--- config.mk ---
export PLATFORM = sky130hd
export DESIGN_NAME = weight_line_loader_flat
export DESIGN_NICKNAME = d
export VERILOG_FILES = /design/src/rtl/weight_line_loader_if.sv /design/src/rtl/weight_line_loader.sv /design/src/flat_wrapper.sv
export SDC_FILE = /design/constraint.sdc
export NUM_CORES = 1
export LEC_CHECK = 0
export BUFFER_PORTS_ARGS = -buffer_cell sky130_fd_sc_hd__buf_2
export CAP_MARGIN = 0
export CORE_UTILIZATION = 57
export DETAILED_ROUTE_END_ITERATION = 7
export PLACE_DENSITY = 0.79
export SLEW_MARGIN = 25
export SYNTH_ARGS = -nofsm -noshare
export SYNTH_HDL_FRONTEND = slang
export SYNTH_SLANG_ARGS = --single-unit
export TNS_END_PERCENT = 5
--- constraint.sdc ---
create_clock -name clk -period 2.5 [get_ports clk]
set_input_delay 0.375 -clock clk [delete_from_list [all_inputs] [get_ports clk]]
set_output_delay 0.375 -clock clk [all_outputs]
set_load 0.02 [all_outputs]
--- src/rtl/weight_line_loader_if.sv ---
// Bundles the loader's control, deserializer-side and SRAM-side signals.
// The optional checksum signal exists only when WEIGHT_LINE_LOADER_CHECKSUM_EN is defined.
interface weight_line_loader_if #(
    parameter int FETCH_WIDTH    = 16,
    parameter int WORDS_PER_LINE = 4,
    parameter int ADDR_WIDTH     = 8
);
    logic                                  start;
    logic [ADDR_WIDTH-1:0]                 base_addr;
    logic [ADDR_WIDTH-1:0]                 num_lines;
    logic [FETCH_WIDTH-1:0]                in_data;
    logic                                  in_valid;
    logic                                  deser_en;
    logic                                  mem_we;
    logic [ADDR_WIDTH-1:0]                 mem_addr;
    logic [FETCH_WIDTH*WORDS_PER_LINE-1:0] mem_wdata;
    logic                                  busy;
    logic                                  done;
    logic                                  err_overrun;
`ifdef WEIGHT_LINE_LOADER_CHECKSUM_EN
    logic [FETCH_WIDTH-1:0]                checksum;
`endif

    modport master (
        output start, base_addr, num_lines, in_data, in_valid,
        input  deser_en, mem_we, mem_addr, mem_wdata, busy, done, err_overrun
`ifdef WEIGHT_LINE_LOADER_CHECKSUM_EN
        , input checksum
`endif
    );

    modport slave (
        input  start, base_addr, num_lines, in_data, in_valid,
        output deser_en, mem_we, mem_addr, mem_wdata, busy, done, err_overrun
`ifdef WEIGHT_LINE_LOADER_CHECKSUM_EN
        , output checksum
`endif
    );
endinterface

--- src/rtl/weight_line_loader.sv ---
// Packs deserializer words into SRAM lines; each line is written the cycle after its last word, done with the final write.
// No backpressure: the deserializer is gated by deser_en only. Optional running checksum via WEIGHT_LINE_LOADER_CHECKSUM_EN.
module weight_line_loader #(
    parameter int FETCH_WIDTH    = 16,
    parameter int WORDS_PER_LINE = 4,
    parameter int ADDR_WIDTH     = 8
) (
    input logic                 clk,
    input logic                 rst_n,
    weight_line_loader_if.slave bus
);
    localparam int WCW = $clog2(WORDS_PER_LINE);
    localparam int LW  = FETCH_WIDTH * WORDS_PER_LINE;

    typedef enum logic {IDLE, LOAD} state_t;

    state_t                state;
    logic [WCW-1:0]        word_cnt;
    logic [ADDR_WIDTH-1:0] line_cnt;
    logic [ADDR_WIDTH-1:0] addr_base;
    logic [ADDR_WIDTH-1:0] line_total;
    logic [LW-1:0]         pack;
    logic [LW-1:0]         line_full;
    logic                  deser_en_q, mem_we_q, busy_q, done_q, err_q;
    logic [ADDR_WIDTH-1:0] mem_addr_q;
    logic [LW-1:0]         mem_wdata_q;
    logic [FETCH_WIDTH-1:0] cks_q;

    logic capture, last_word, last_line, take_start;

    assign capture    = (state == LOAD) && bus.in_valid;
    assign last_word  = (word_cnt == WCW'(WORDS_PER_LINE - 1));
    assign last_line  = (line_cnt == line_total - ADDR_WIDTH'(1));
    assign take_start = (state == IDLE) && bus.start;

    // Pack register with the incoming word merged in, so the completing word can go straight to the SRAM.
    always_comb begin
        line_full = pack;
        line_full[int'(word_cnt)*FETCH_WIDTH +: FETCH_WIDTH] = bus.in_data;
    end

    always_ff @(posedge clk) begin
        if (!rst_n) begin
            state       <= IDLE;
            word_cnt    <= '0;
            line_cnt    <= '0;
            addr_base   <= '0;
            line_total  <= '0;
            pack        <= '0;
            deser_en_q  <= 1'b0;
            mem_we_q    <= 1'b0;
            mem_addr_q  <= '0;
            mem_wdata_q <= '0;
            busy_q      <= 1'b0;
            done_q      <= 1'b0;
            err_q       <= 1'b0;
            cks_q       <= '0;
        end else begin
            mem_we_q <= 1'b0;
            done_q   <= 1'b0;
            case (state)
                IDLE: begin
                    if (take_start) begin
                        err_q <= 1'b0;
                        cks_q <= '0;
                        if (bus.num_lines != '0) begin
                            state      <= LOAD;
                            addr_base  <= bus.base_addr;
                            line_total <= bus.num_lines;
                            word_cnt   <= '0;
                            line_cnt   <= '0;
                            pack       <= '0;
                            deser_en_q <= 1'b1;
                            busy_q     <= 1'b1;
                        end else begin
                            done_q <= 1'b1;
                        end
                    end
                    // A word outside LOAD is dropped; flag it even if a start is taken this cycle.
                    if (bus.in_valid) err_q <= 1'b1;
                end
                LOAD: begin
                    if (capture) begin
                        pack     <= line_full;
                        word_cnt <= word_cnt + WCW'(1);
                        cks_q    <= cks_q + bus.in_data;
                        if (last_word) begin
                            mem_we_q    <= 1'b1;
                            mem_wdata_q <= line_full;
                            mem_addr_q  <= addr_base + line_cnt;
                            line_cnt    <= line_cnt + ADDR_WIDTH'(1);
                            if (last_line) begin
                                state      <= IDLE;
                                done_q     <= 1'b1;
                                busy_q     <= 1'b0;
                                deser_en_q <= 1'b0;
                            end
                        end
                    end
                end
                default: state <= IDLE;
            endcase
        end
    end

    assign bus.deser_en    = deser_en_q;
    assign bus.mem_we      = mem_we_q;
    assign bus.mem_addr    = mem_addr_q;
    assign bus.mem_wdata   = mem_wdata_q;
    assign bus.busy        = busy_q;
    assign bus.done        = done_q;
    assign bus.err_overrun = err_q;
`ifdef WEIGHT_LINE_LOADER_CHECKSUM_EN
    assign bus.checksum    = cks_q;
`else
    logic unused_cks;
    assign unused_cks = ^cks_q;
`endif
endmodule

--- src/flat_wrapper.sv ---
// flat-port wrapper written by rule: the top's interface ports become plain ports
module weight_line_loader_flat 
#(
    parameter int FETCH_WIDTH    = 16,
    parameter int WORDS_PER_LINE = 4,
    parameter int ADDR_WIDTH     = 8
)
  (clk, rst_n, bus_start, bus_base_addr, bus_num_lines, bus_in_data, bus_in_valid, bus_deser_en, bus_mem_we, bus_mem_addr, bus_mem_wdata, bus_busy, bus_done, bus_err_overrun);
  weight_line_loader_if #(.FETCH_WIDTH(FETCH_WIDTH), .WORDS_PER_LINE(WORDS_PER_LINE), .ADDR_WIDTH(ADDR_WIDTH)) bus_i ();
  input logic clk;
  input logic rst_n;
  input wire logic [$bits(bus_i.start)-1:0] bus_start;
  input wire logic [$bits(bus_i.base_addr)-1:0] bus_base_addr;
  input wire logic [$bits(bus_i.num_lines)-1:0] bus_num_lines;
  input wire logic [$bits(bus_i.in_data)-1:0] bus_in_data;
  input wire logic [$bits(bus_i.in_valid)-1:0] bus_in_valid;
  output wire logic [$bits(bus_i.deser_en)-1:0] bus_deser_en;
  output wire logic [$bits(bus_i.mem_we)-1:0] bus_mem_we;
  output wire logic [$bits(bus_i.mem_addr)-1:0] bus_mem_addr;
  output wire logic [$bits(bus_i.mem_wdata)-1:0] bus_mem_wdata;
  output wire logic [$bits(bus_i.busy)-1:0] bus_busy;
  output wire logic [$bits(bus_i.done)-1:0] bus_done;
  output wire logic [$bits(bus_i.err_overrun)-1:0] bus_err_overrun;
  assign bus_i.start = bus_start;
  assign bus_i.base_addr = bus_base_addr;
  assign bus_i.num_lines = bus_num_lines;
  assign bus_i.in_data = bus_in_data;
  assign bus_i.in_valid = bus_in_valid;
  assign bus_deser_en = bus_i.deser_en;
  assign bus_mem_we = bus_i.mem_we;
  assign bus_mem_addr = bus_i.mem_addr;
  assign bus_mem_wdata = bus_i.mem_wdata;
  assign bus_busy = bus_i.busy;
  assign bus_done = bus_i.done;
  assign bus_err_overrun = bus_i.err_overrun;
  weight_line_loader #(.FETCH_WIDTH(FETCH_WIDTH), .WORDS_PER_LINE(WORDS_PER_LINE), .ADDR_WIDTH(ADDR_WIDTH)) u_core (.clk(clk), .rst_n(rst_n), .bus(bus_i));
endmodule
==> reports/metrics.yaml <==
grt_pass1_vias: 6220
area_growth_pct: 16.5
stdcell_area_um2: 9200
end_kind: "flop"
io_buffers: 112
ys_ff_latch: 167
hpwl_um: 12300
dp.cells: 1234
cts_made_buffers: 17
post-route-min-period_ns: 2.20
routed_via_density: 5.48
start_kind: "flop"
initial_core_util: 0.589
cts_root_buf: "clkbuf_16"
p_int_mw: 4.44
fin_cells: 1266
grt_antenna_before_repair: 0
path_class: "reg -> reg"
finalCritPeriodShare: 0.879
hp-class: "in -> reg"
wirelength_um: 19100
grt_use_total: 0.276
synth-seq-area-share: 0.423
synth_top_area_share: 0.423
clock_sinks: 167
p_switching_mw: 1.39
synth_edf_count: 0
cts-hold-fix-buffers: 0
clockBufferDepth: 2
status: "finished clean"
fin_ws_ns: 0.303
tightestPinTransition_ns: 0.593
syn_area_um2: 7900
core_um2: 13400
syn_inst: 992
n_antenna_cell: 0
drive_gt1_frac: 0.171
synth_fp_nets: 1044
final_antenna_net_count: 0
final_nets: 1129
ios: 113
drtIter0Drc: 634
power.leakage_nw: 3.52
power_frac_seq: 0.467
final-max-slew-violation-count: 0
path_max_fanout: 7
maxSlewHeadroom: 0.605
synthArstFlopShare: 0
synthFlopType: "dfxtp_1"
cts_tree: "built"
grt_overflow: 0
cts_resized: 0
placed_area_um2: 8590
cp_data_required_time_ns: 2.87
fmax_mhz: 455
grt_max_degree: 69
htreeDepth: 4
yosys-top-cells-count: "nand2_1, dfxtp_1, a21boi_0, nand3_1, o21ai_0"
synth_cell_types: 59
die_w_um: 120
hold_violations: 0
fillCellCount: 1113
clk_latency_ns: 0.42
synth_top_cell_by_area: "dfxtp_1"
synth_warnings: 0
power_frac_comb: 0.080
post_cts_buffers: 0
rsz0062_at_grt: "false"
clkTransAtPathRegs_ns: 0.06
fin_skew_ns: 0.00967
place_ws_ns: 0.265
die-area_um2: 14300
grt_pass1_wl_um: 31500
fp.dieH_um: 120
crit_arrival_ns: 2.56
drc: 0
synth.most_common_cell: "nand2_1"
ir_drop_v: 0.000486
synthTopCellsByArea: "dfxtp_1, nand2_1, a21boi_0, nand3_1, o21ai_0"
cap_violations: 0
place.gp.congestion: 0.838
finalPower_mw: 5.83
layout.core_utilization: 0.686
synth_area_per_cell_um2: 7.96
hold_ws_ns: 0.200
wl_per_cell_um: 15.1
vias: 6936
power_per_cell_area_nw_per_um2: 634
setup_violations: 0
fin_setup_tns_ns: 0
swShare: 0.239
rows: 42
p_clk_frac: 0.454
drt-pass1-iter-count: 5
==> worst paths after layout <==
path | from | to | slack (ns) | cells after the start
max | u_core.line_total[0] | u_core.bus.done | 0.30 | 7
min | bus_base_addr[7] | u_core.addr_base[7] | 0.20 | 3
max reg2reg | u_core.line_total[0] | u_core.bus.done | 0.30 | 7
min reg2reg | u_core.pack[44] | u_core.pack[44] | 0.45 | 2
==> critical path: stages (launching register included) <==
cell and delay (ns):
dfxtp_1 0.45, inv_1 0.08, ha_1 0.29, nor3b_2 0.19, xnor2_1 0.13, a2111o_1 0.42, a2111oi_4 0.38, o21a_1 0.20
==> routing by layer <==
layer  global-route usage  vias up  wire length [µm]
li1                     -     3480                 -
met1                0.393     3248              9130
met2                0.419      182              8700
met3               0.0528       26               924
met4               0.0875        0               314
met5                    0        -                 0
==> power groups by stage <==
| stage | clock (mW) | combinational [mW] | sequential (mW) |
|---|---|---|---|
| after global placement | 0 | 0.453 | 2.78 |
| after floorplan | 0 | 0.323 | 2.77 |
| final | 2.64 | 0.465 | 2.72 |
| after CTS | 2.68 | 0.463 | 2.72 |
| after global routing | 2.81 | 0.505 | 2.72 |
| after detailed placement | 0 | 0.458 | 2.78 |
==> layout make-up <==
cell class              count  area [µm²]  share of cell area
inverters                  57         214              0.0233
well taps                 176         220              0.0239
clock buffers              22         484              0.0526
flip-flops and latches    167        3350               0.364
multi-input cells         697        4010               0.436
repair buffers            137         801              0.0871
clock inverters            10         120              0.0131
==> state kept, by name (all words and copies together), names as in the netlist <==
name,flops
u_core.pack,64
u_core.state,1
u_core.bus.mem_we,1
u_core.bus.done,1
u_core.bus.deser_en,1
u_core.addr_base,8
u_core.bus.mem_wdata,64
u_core.line_total,8
u_core.word_cnt,2
u_core.bus.mem_addr,8
u_core.line_cnt,8
u_core.bus.err_overrun,1
==> cell usage in the layout, fill, tap and decap left out, types with 3 or more instances in the layout <==
cell type,n
nand4b_1,4
nor2_1,12
nor3_1,3
nor2b_1,7
buf_4,22
o21ai_0,57
a21boi_0,119
clkbuf_8,4
nand3_1,68
buf_2,111
a21o_1,4
and2_1,6
or3_1,3
a22oi_1,4
xnor2_1,7
buf_12,4
a21boi_1,26
o211a_1,3
inv_1,56
nor3b_1,3
xor2_1,9
clkinv_4,4
ha_1,15
dfxtp_1,165
nand2_1,283
a21oi_1,8
clkbuf_16,17
a22o_1,14
==> cells by family after synthesis <==
group / Yosys count / synth area share
AND/OR/NAND/NOR: 410 / 0.229
AO/OA/AOI/OAI: 255 / 0.232
flip-flops: 167 / 0.423
buffers and inverters: 128 / 0.0705
XOR/XNOR: 16 / 0.0178
adder cells (fa/ha/maj): 16 / 0.0263
No activity file was read; power rests on OpenSTA's default activity.
